--- src/rtl/turn_scheduler.sv ---
// Per-turn sequencer: wind request, timed aim window, charge cap, flight watchdog and
// settle delay, shared by both throw paths. All outputs are registered.
module turn_scheduler #(
  parameter int unsigned TICK_DIV  = 65000,
  parameter int unsigned AIM_MS    = 10000,
  parameter int unsigned CHARGE_MS = 3000,
  parameter int unsigned FLIGHT_MS = 5000,
  parameter int unsigned SETTLE_MS = 500
) (
  input  logic        clk,
  input  logic        rst,
  input  logic        game_active,
  input  logic        dog_turn,
  input  logic        cat_turn,
  input  logic        space_dog,
  input  logic        space_cat,
  input  logic        throw_done,
  output logic        wind_update,
  output logic        charging_dog,
  output logic        charging_cat,
  output logic        throw_enable_dog,
  output logic        throw_enable_cat,
  output logic        next_turn,
  output logic        forced_throw,
  output logic        flight_abort,
  output logic [15:0] ms_left
);

  localparam logic [15:0] TickLast  = 16'(TICK_DIV - 1);
  localparam logic [15:0] AimCnt    = 16'(AIM_MS);
  localparam logic [15:0] ChargeCnt = 16'(CHARGE_MS);
  localparam logic [15:0] FlightCnt = 16'(FLIGHT_MS);
  localparam logic [15:0] SettleCnt = 16'(SETTLE_MS);

  typedef enum logic [2:0] {StIdle, StWind, StAim, StCharge, StFlight, StSettle} state_e;

  state_e      state_q;
  logic        side_q;       // 0 = dog, 1 = cat
  logic        last_side_q;
  logic        served_q;
  logic        armed_q;      // key has been seen low this turn, so a high level is a fresh press
  logic [15:0] presc_q;
  logic [15:0] cnt_q;

  logic        space_sel;
  logic        tick;
  logic        expire;
  logic [15:0] cnt_dec;

  // Side steering and timebase decode.
  always_comb begin
    space_sel = side_q ? space_cat : space_dog;
    tick      = (presc_q == TickLast);
    expire    = tick && (cnt_q == 16'd1);
    cnt_dec   = (tick && (cnt_q != 16'd0)) ? cnt_q - 16'd1 : cnt_q;
  end

  // Turn FSM with registered outputs; every state entry clears the prescaler and loads the counter.
  always_ff @(posedge clk or negedge rst) begin
    if (!rst) begin
      state_q          <= StIdle;
      side_q           <= 1'b0;
      last_side_q      <= 1'b0;
      served_q         <= 1'b0;
      armed_q          <= 1'b0;
      presc_q          <= 16'd0;
      cnt_q            <= 16'd0;
      wind_update      <= 1'b0;
      charging_dog     <= 1'b0;
      charging_cat     <= 1'b0;
      throw_enable_dog <= 1'b0;
      throw_enable_cat <= 1'b0;
      next_turn        <= 1'b0;
      forced_throw     <= 1'b0;
      flight_abort     <= 1'b0;
      ms_left          <= 16'd0;
    end else begin
      wind_update      <= 1'b0;
      throw_enable_dog <= 1'b0;
      throw_enable_cat <= 1'b0;
      next_turn        <= 1'b0;
      presc_q          <= tick ? 16'd0 : presc_q + 16'd1;
      cnt_q            <= cnt_dec;
      if (!game_active) begin
        // Abort wins over everything, including a launch due this cycle.
        state_q      <= StIdle;
        served_q     <= 1'b0;
        last_side_q  <= 1'b0;
        armed_q      <= 1'b0;
        presc_q      <= 16'd0;
        cnt_q        <= 16'd0;
        charging_dog <= 1'b0;
        charging_cat <= 1'b0;
        forced_throw <= 1'b0;
        flight_abort <= 1'b0;
        ms_left      <= 16'd0;
      end else begin
        unique case (state_q)
          StIdle: begin
            presc_q <= 16'd0;
            cnt_q   <= 16'd0;
            if ((dog_turn ^ cat_turn) && (!served_q || (cat_turn != last_side_q))) begin
              side_q      <= cat_turn;
              wind_update <= 1'b1;
              state_q     <= StWind;
            end
          end
          StWind: begin
            armed_q <= !space_sel;
            presc_q <= 16'd0;
            cnt_q   <= AimCnt;
            ms_left <= AimCnt;
            state_q <= StAim;
          end
          StAim: begin
            // A press in the expiry cycle still goes to CHARGE.
            if (armed_q && space_sel) begin
              charging_dog <= !side_q;
              charging_cat <= side_q;
              presc_q      <= 16'd0;
              cnt_q        <= ChargeCnt;
              ms_left      <= ChargeCnt;
              state_q      <= StCharge;
            end else if (expire) begin
              throw_enable_dog <= !side_q;
              throw_enable_cat <= side_q;
              forced_throw     <= 1'b1;
              presc_q          <= 16'd0;
              cnt_q            <= FlightCnt;
              ms_left          <= 16'd0;
              state_q          <= StFlight;
            end else begin
              if (!space_sel) armed_q <= 1'b1;
              ms_left <= cnt_dec;
            end
          end
          StCharge: begin
            if (!space_sel || expire) begin
              charging_dog     <= 1'b0;
              charging_cat     <= 1'b0;
              throw_enable_dog <= !side_q;
              throw_enable_cat <= side_q;
              presc_q          <= 16'd0;
              cnt_q            <= FlightCnt;
              ms_left          <= 16'd0;
              state_q          <= StFlight;
            end else begin
              ms_left <= cnt_dec;
            end
          end
          StFlight: begin
            // Landing takes priority over a simultaneous watchdog expiry.
            if (throw_done || expire) begin
              flight_abort <= !throw_done;
              presc_q      <= 16'd0;
              cnt_q        <= SettleCnt;
              ms_left      <= SettleCnt;
              state_q      <= StSettle;
            end
          end
          StSettle: begin
            if (expire) begin
              next_turn    <= 1'b1;
              last_side_q  <= side_q;
              served_q     <= 1'b1;
              forced_throw <= 1'b0;
              flight_abort <= 1'b0;
              presc_q      <= 16'd0;
              cnt_q        <= 16'd0;
              ms_left      <= 16'd0;
              state_q      <= StIdle;
            end else begin
              ms_left <= cnt_dec;
            end
          end
          default: state_q <= StIdle;
        endcase
      end
    end
  end

endmodule

--- config.mk ---
export PLATFORM = sky130hd
export DESIGN_NAME = turn_scheduler
export DESIGN_NICKNAME = d
export VERILOG_FILES = /design/src/rtl/turn_scheduler.sv
export SDC_FILE = /design/constraint.sdc
export NUM_CORES = 1
export LEC_CHECK = 0
export ABC_AREA = 0
export BUFFER_PORTS_ARGS = -buffer_cell sky130_fd_sc_hd__buf_2
export CAP_MARGIN = 25
export CORE_MARGIN = 1.5
export CORE_UTILIZATION = 59
export CTS_CLUSTER_DIAMETER = 200
export DETAILED_ROUTE_END_ITERATION = 7
export PLACE_DENSITY = 0.84
export SYNTH_ARGS = -nofsm -noshare
export SYNTH_HDL_FRONTEND = slang
export SYNTH_SLANG_ARGS = --single-unit
--- constraint.sdc ---
create_clock -name clk -period 2.97 [get_ports clk]
set_input_delay 0.297 -clock clk [delete_from_list [all_inputs] [get_ports clk]]
set_output_delay 0.297 -clock clk [all_outputs]
set_load 0.02 [all_outputs]
# Yosys cells after proc, flatten, opt, wreduce, memory -nomap -nowiden
# Cells that the tools add are included.
# totals
inputBits,8
word_cells,136
regBits,63
# op_classes
mux,70
n_reduce_logical,22
bitwise_logic,1
eq_ne,25
add_sub_neg,2
# op_table
op,n
16-bit 2-to-1 mux,17
16-bit one-hot mux with 5 select lines,2
16-bit one-hot mux with 6 select lines,1
1-bit 2-to-1 mux,35
3-bit != test (second input constant),9
3-bit 2-to-1 mux,7
3-bit one-hot mux with 6 select lines,1
16-bit by 1-bit adder with 16-bit output (second input constant),1
16-bit by 1-bit equality test with 1-bit output (second input constant),1
16-bit equality test (second input constant),1
16-bit nonzero test,1
16-bit by 1-bit subtractor with 16-bit output (second input constant),1
1-bit one-hot mux with 2 select lines,7
3-bit by 1-bit != test with 1-bit output (second input constant),4
3-bit AND reduction,3
4-bit AND reduction,2
3-bit by 2-bit equality test with 1-bit output (second input constant),2
3-bit equality test (second input constant),2
6-bit by 1-bit != test with 1-bit output (second input constant),1
5-bit AND reduction,1
1-bit logical AND,4
1-bit zero test,4
2-bit by 1-bit != test with 1-bit output (second input constant),2
4-bit != test (second input constant),1
7 further kinds,10

# Longest topological paths before layout
# depth
word_depth,7
ltp_mapped,10
mapped_depth_nobuf,9

# Least setup slack after synthesis
# Ideal clock, no wire load.
# synth_path
kind,register to register
from,register presc_q[3]
to,register ms_left[3]
t_arrival_ns,2.273
path_buffers,0
stages_incl_launch_ff,8
setup_ns,0.121
synth_period_minus_slack_ns,2.394
slack_ns,0.576
cell_sequence,dfrtp_1 or3_4 nor4_4 nand2_2 or4_1 xor2_1 o21ai_1 a22o_1
# synth_via
elab_chain_len,7
word_cells_on_any_way,13
cone_classes,2 x eq/ne; 6 x mux; 5 x reduce/logical
# synth_lines
item,line_no,text
from (decl),42,logic [15:0] presc_q;
from (signal assigned),82,presc_q <= tick ? 16'd0 : presc_q + 16'd1;
16-bit equality test (*),53,tick = (presc_q == TickLast);
1-bit logical AND,55,cnt_dec = (tick && (cnt_q != 16'd0)) ? cnt_q - 16'd1 : cnt_q;
16-bit 2-to-1 mux,55,
16-bit 2-to-1 mux,"124, 162",
16-bit 2-to-1 mux,117,if (armed_q && space_sel) begin
16-bit one-hot mux with 5 select lines,98,unique case (state_q)
16-bit 2-to-1 mux,84,if (!game_active) begin
to (signal assigned),122,ms_left <= ChargeCnt;
to (signal assigned),134,ms_left <= cnt_dec;
to (signal assigned),173,ms_left <= cnt_dec;
to (decl),26,output logic [15:0] ms_left
# Mark *: on every way between the ends. The rest lies on a longest branch, timed or not.
# A chain may end at the register's enable or synchronous reset.

# Final worst setup path
# layout_path
from,register cnt_q[8]
to,register cnt_q[4]
# layout_via
elab_chain_len,7
word_cells_on_any_way,14
cone_classes,1 x eq/ne; 8 x mux; 5 x reduce/logical
# layout_lines
item,line_no,text
from (decl),43,logic [15:0] cnt_q;
from (signal assigned),83,cnt_q <= cnt_dec;
from (signal assigned),111,cnt_q <= AimCnt;
from (signal assigned),121,cnt_q <= ChargeCnt;
16-bit nonzero test,55,
1-bit logical AND,55,
16-bit 2-to-1 mux,55,
16-bit 2-to-1 mux,124,end else if (expire) begin
16-bit 2-to-1 mux,117,
16-bit one-hot mux with 6 select lines (*),98,
16-bit 2-to-1 mux (*),84,
# Marked as above.

==> metrics.cfg <==
[run_status]
outcome=complete, no violations

[layout]
multi_input_area_sq_um=1750
fill_cells=422
finalNetCount=438
fin_util_pct=71.4
syn2layout_area_growth_pct=15.4
stdcell_count=502
fin_area_sq_um=3960
seqCellArea_sq_um=1580
drive_above_1_share_pct=17.9
n_antenna_cell=0

[placement]
dp.final_hpwl_um=6330
dpl-instance-area_sq_um=3720
placedCellCount=484
io_buffers=31
gp_congestion=0.972

[synthesis]
yosysWarnings=0
syn-num-nets=393
synth_cell_types=54
synth-seq-cells=63
synth.cell_area_sq_um=3430
synth-main-ff-cell=dfrtp_1
synthArstFlopShare_pct=100
syn_area_per_cell_sq_um=8.99
synth_edf_count=0
synth_cells=381
ys_seq_area_share_pct=46.0

[worst_setup_path]
crit_buf_inv=1
setup.worst_path.class=reg -> reg
ff2ff_path_depth=8
crit_required_ps=3200
critPathLaunchType=register
cp_slowest_cell=o311ai_2
end_kind=register
cp.depth=8
critPathArrivalTime_ps=2920
cp_slowest_stage_delay_ps=540
critPathMaxFanout=7
cp_top_family=simple AND/OR/NAND/NOR gates
cp_cell_sequence=buf_4 -> nor4_1 -> nand2_1 -> o311ai_2 -> nor3_1 -> xnor2_1 -> nor2_1 -> o31a_1

[route]
routed-via-count=3143
wl_um=8810
ant_nets=0
post_drt_wl_per_cell_um=17.6
viasPerCell=6.26
firstDrtPassIters=5
drtIter0Drc=432
drcViolationCount=0

[timing]
tns_ps=0
whs_ps=107
post-route-period-util_pct=90.5
final_hold_viol_count=0
fmax_mhz=372
period_needed_ps=2690
rsz0062_at_grt=false
setup_viol=0
relSlewSlack_pct=48.4
finClkSkew_ps=9.04
worstMarginPinSlew_ps=774
final-max-slew-violation-count=0

[power]
pwr_density_cell_nw_per_um2=584
ir_drop_mv=0.761
p_leak_nw=1.81

[clock_tree]
htree_levels=3
clock-sinks=63
cts_tree=done
ctsRootBufferMaster=clkbuf_8
cts_buffer_depth=2
hold_buffers=0
path_clk_slew_ps=70
cts_inserted_buffers=9
clk_latency_ps=350

[global_routing]
antenna_found_initial=0
grt_pass1_vias=3011
grt_pass1_wl_um=14400
grt_usage_pct=30.3
overflow=0
grt_max_degree=64

[floorplanning]
dieArea_sq_um=6280
die_h_um=79.2
start_util_pct=61.9
design.core.area_sq_um=5540
die_w_um=79.2
rows=27
ios=32

[run]
cap_violations=0

[min_path]
hp-class=in -> async

==> through the flow <==
step,setup slack [ps],power (mW)
after detailed placement,212,1.50
final,283,2.31
after CTS,196,2.31
after global placement,293,1.48
after global routing,108,2.42
after floorplan,576,1.33
==> synth_stat cells (all sizes together) (2+ instances only) <==
library cell / number / area share, %
o21ai: 29 / 4.2
clkbuf: 10 / 1.1
a31oi: 2 / 0.37
xor2: 13 / 3.3
or3: 4 / 0.88
and3: 7 / 1.3
and4: 3 / 0.77
nor3: 11 / 1.9
o221ai: 2 / 0.51
a21oi: 26 / 3.9
ha: 4 / 1.5
nor4: 6 / 1.7
mux2i: 3 / 0.88
xnor2: 17 / 4.3
nor2b: 4 / 0.73
nand2b: 2 / 0.37
a311oi: 3 / 1.1
nand3: 17 / 2.5
dfrtp: 63 / 46
a22o: 2 / 0.51
inv: 8 / 0.88
nor2: 52 / 5.7
a21o: 3 / 0.66
and2: 3 / 0.55
a211oi: 2 / 0.58
a22oi: 3 / 0.66
nand2: 42 / 4.7
o22ai: 3 / 0.55
nand4: 7 / 1.3
o211ai: 6 / 1.3
buf: 5 / 0.77
o21a: 5 / 1.1
or4: 4 / 0.88
==> registers in the layout (all words and copies together), names as in the netlist, 3 cells and up <==
register	flops
state_q	3
ms_left	16
cnt_q	16
presc_q	16
==> path summary, 6_finish.rpt <==
| path | start | endpoint | slack [ps] |
|---|---|---|---|
| setup reg to reg | cnt_q[8]$_DFF_PN0_ | cnt_q[4]$_DFF_PN0_ | 280 |
| setup / recovery | cnt_q[8]$_DFF_PN0_ | cnt_q[4]$_DFF_PN0_ | 280 |
| hold reg to reg | ms_left[11]$_DFFE_PN0P_ | ms_left[11]$_DFFE_PN0P_ | 470 |
| max in group asynchronous | rst | presc_q[3]$_DFF_PN0_ | 2350 |
| hold / removal | rst | ms_left[12]$_DFFE_PN0P_ | 110 |
| min in group clk | cat_turn | side_q$_DFFE_PN0P_ | 180 |
==> report_power, final <==
group | switching (mW) | total (mW) | internal, mW | leakage, nW
Sequential | 0.0611 | 0.972 | 0.911 | 0.872
Clock | 0.320 | 0.808 | 0.488 | 0.109
Combinational | 0.356 | 0.532 | 0.176 | 0.824
Total | 0.738 | 2.31 | 1.57 | 1.81
==> layer usage <==
metal / vias up / wire length [um] / track usage [%] / part of all wire [%]
met5: - / 0 / 0 / 0
met4: 0 / 262 / 13.7 / 3.0
met3: 32 / 795 / 8.16 / 9.0
met2: 188 / 4160 / 47.8 / 47
met1: 1479 / 3600 / 38.8 / 41
li1: 1444 / - / - / -
==> logic make-up after synthesis <==
kind of cell / synth area share [%]
multiplexers: 1.20
flip-flops: 46.0
AO/OA/AOI/OAI: 16.7
adder cells (fa/ha/maj): 1.46
XOR/XNOR: 7.67
buffers and inverters: 2.85
AND/OR/NAND/NOR: 24.1
==> repair_timing <==
item	4_1_cts	5_1_grt
buffers inserted	0	3
endpoints found under the setup margin	0	12
resized for setup	0	1
==> cells in the final DEF (no fill, tap or decap), types with 9 or more instances in the layout <==
master	count
a21oi_1	25
nor3_1	9
xor2_1	13
nand3_1	17
nand2_1	41
xnor2_1	17
buf_4	18
clkbuf_8	10
o21ai_0	21
buf_2	31
dfrtp_1	63
nor2_1	52
==> area by class of cell <==
cell class	instances	area share [%]
Multi-Input combinational cell	294	44.3
Sequential cell	63	39.8
Timing Repair Buffer	49	7.34
Clock buffer	11	3.57
Tap cell	72	2.28
Clock inverter	4	1.77
Inverter	9	0.854
Note: power is estimated with default switching activity, not from simulation.
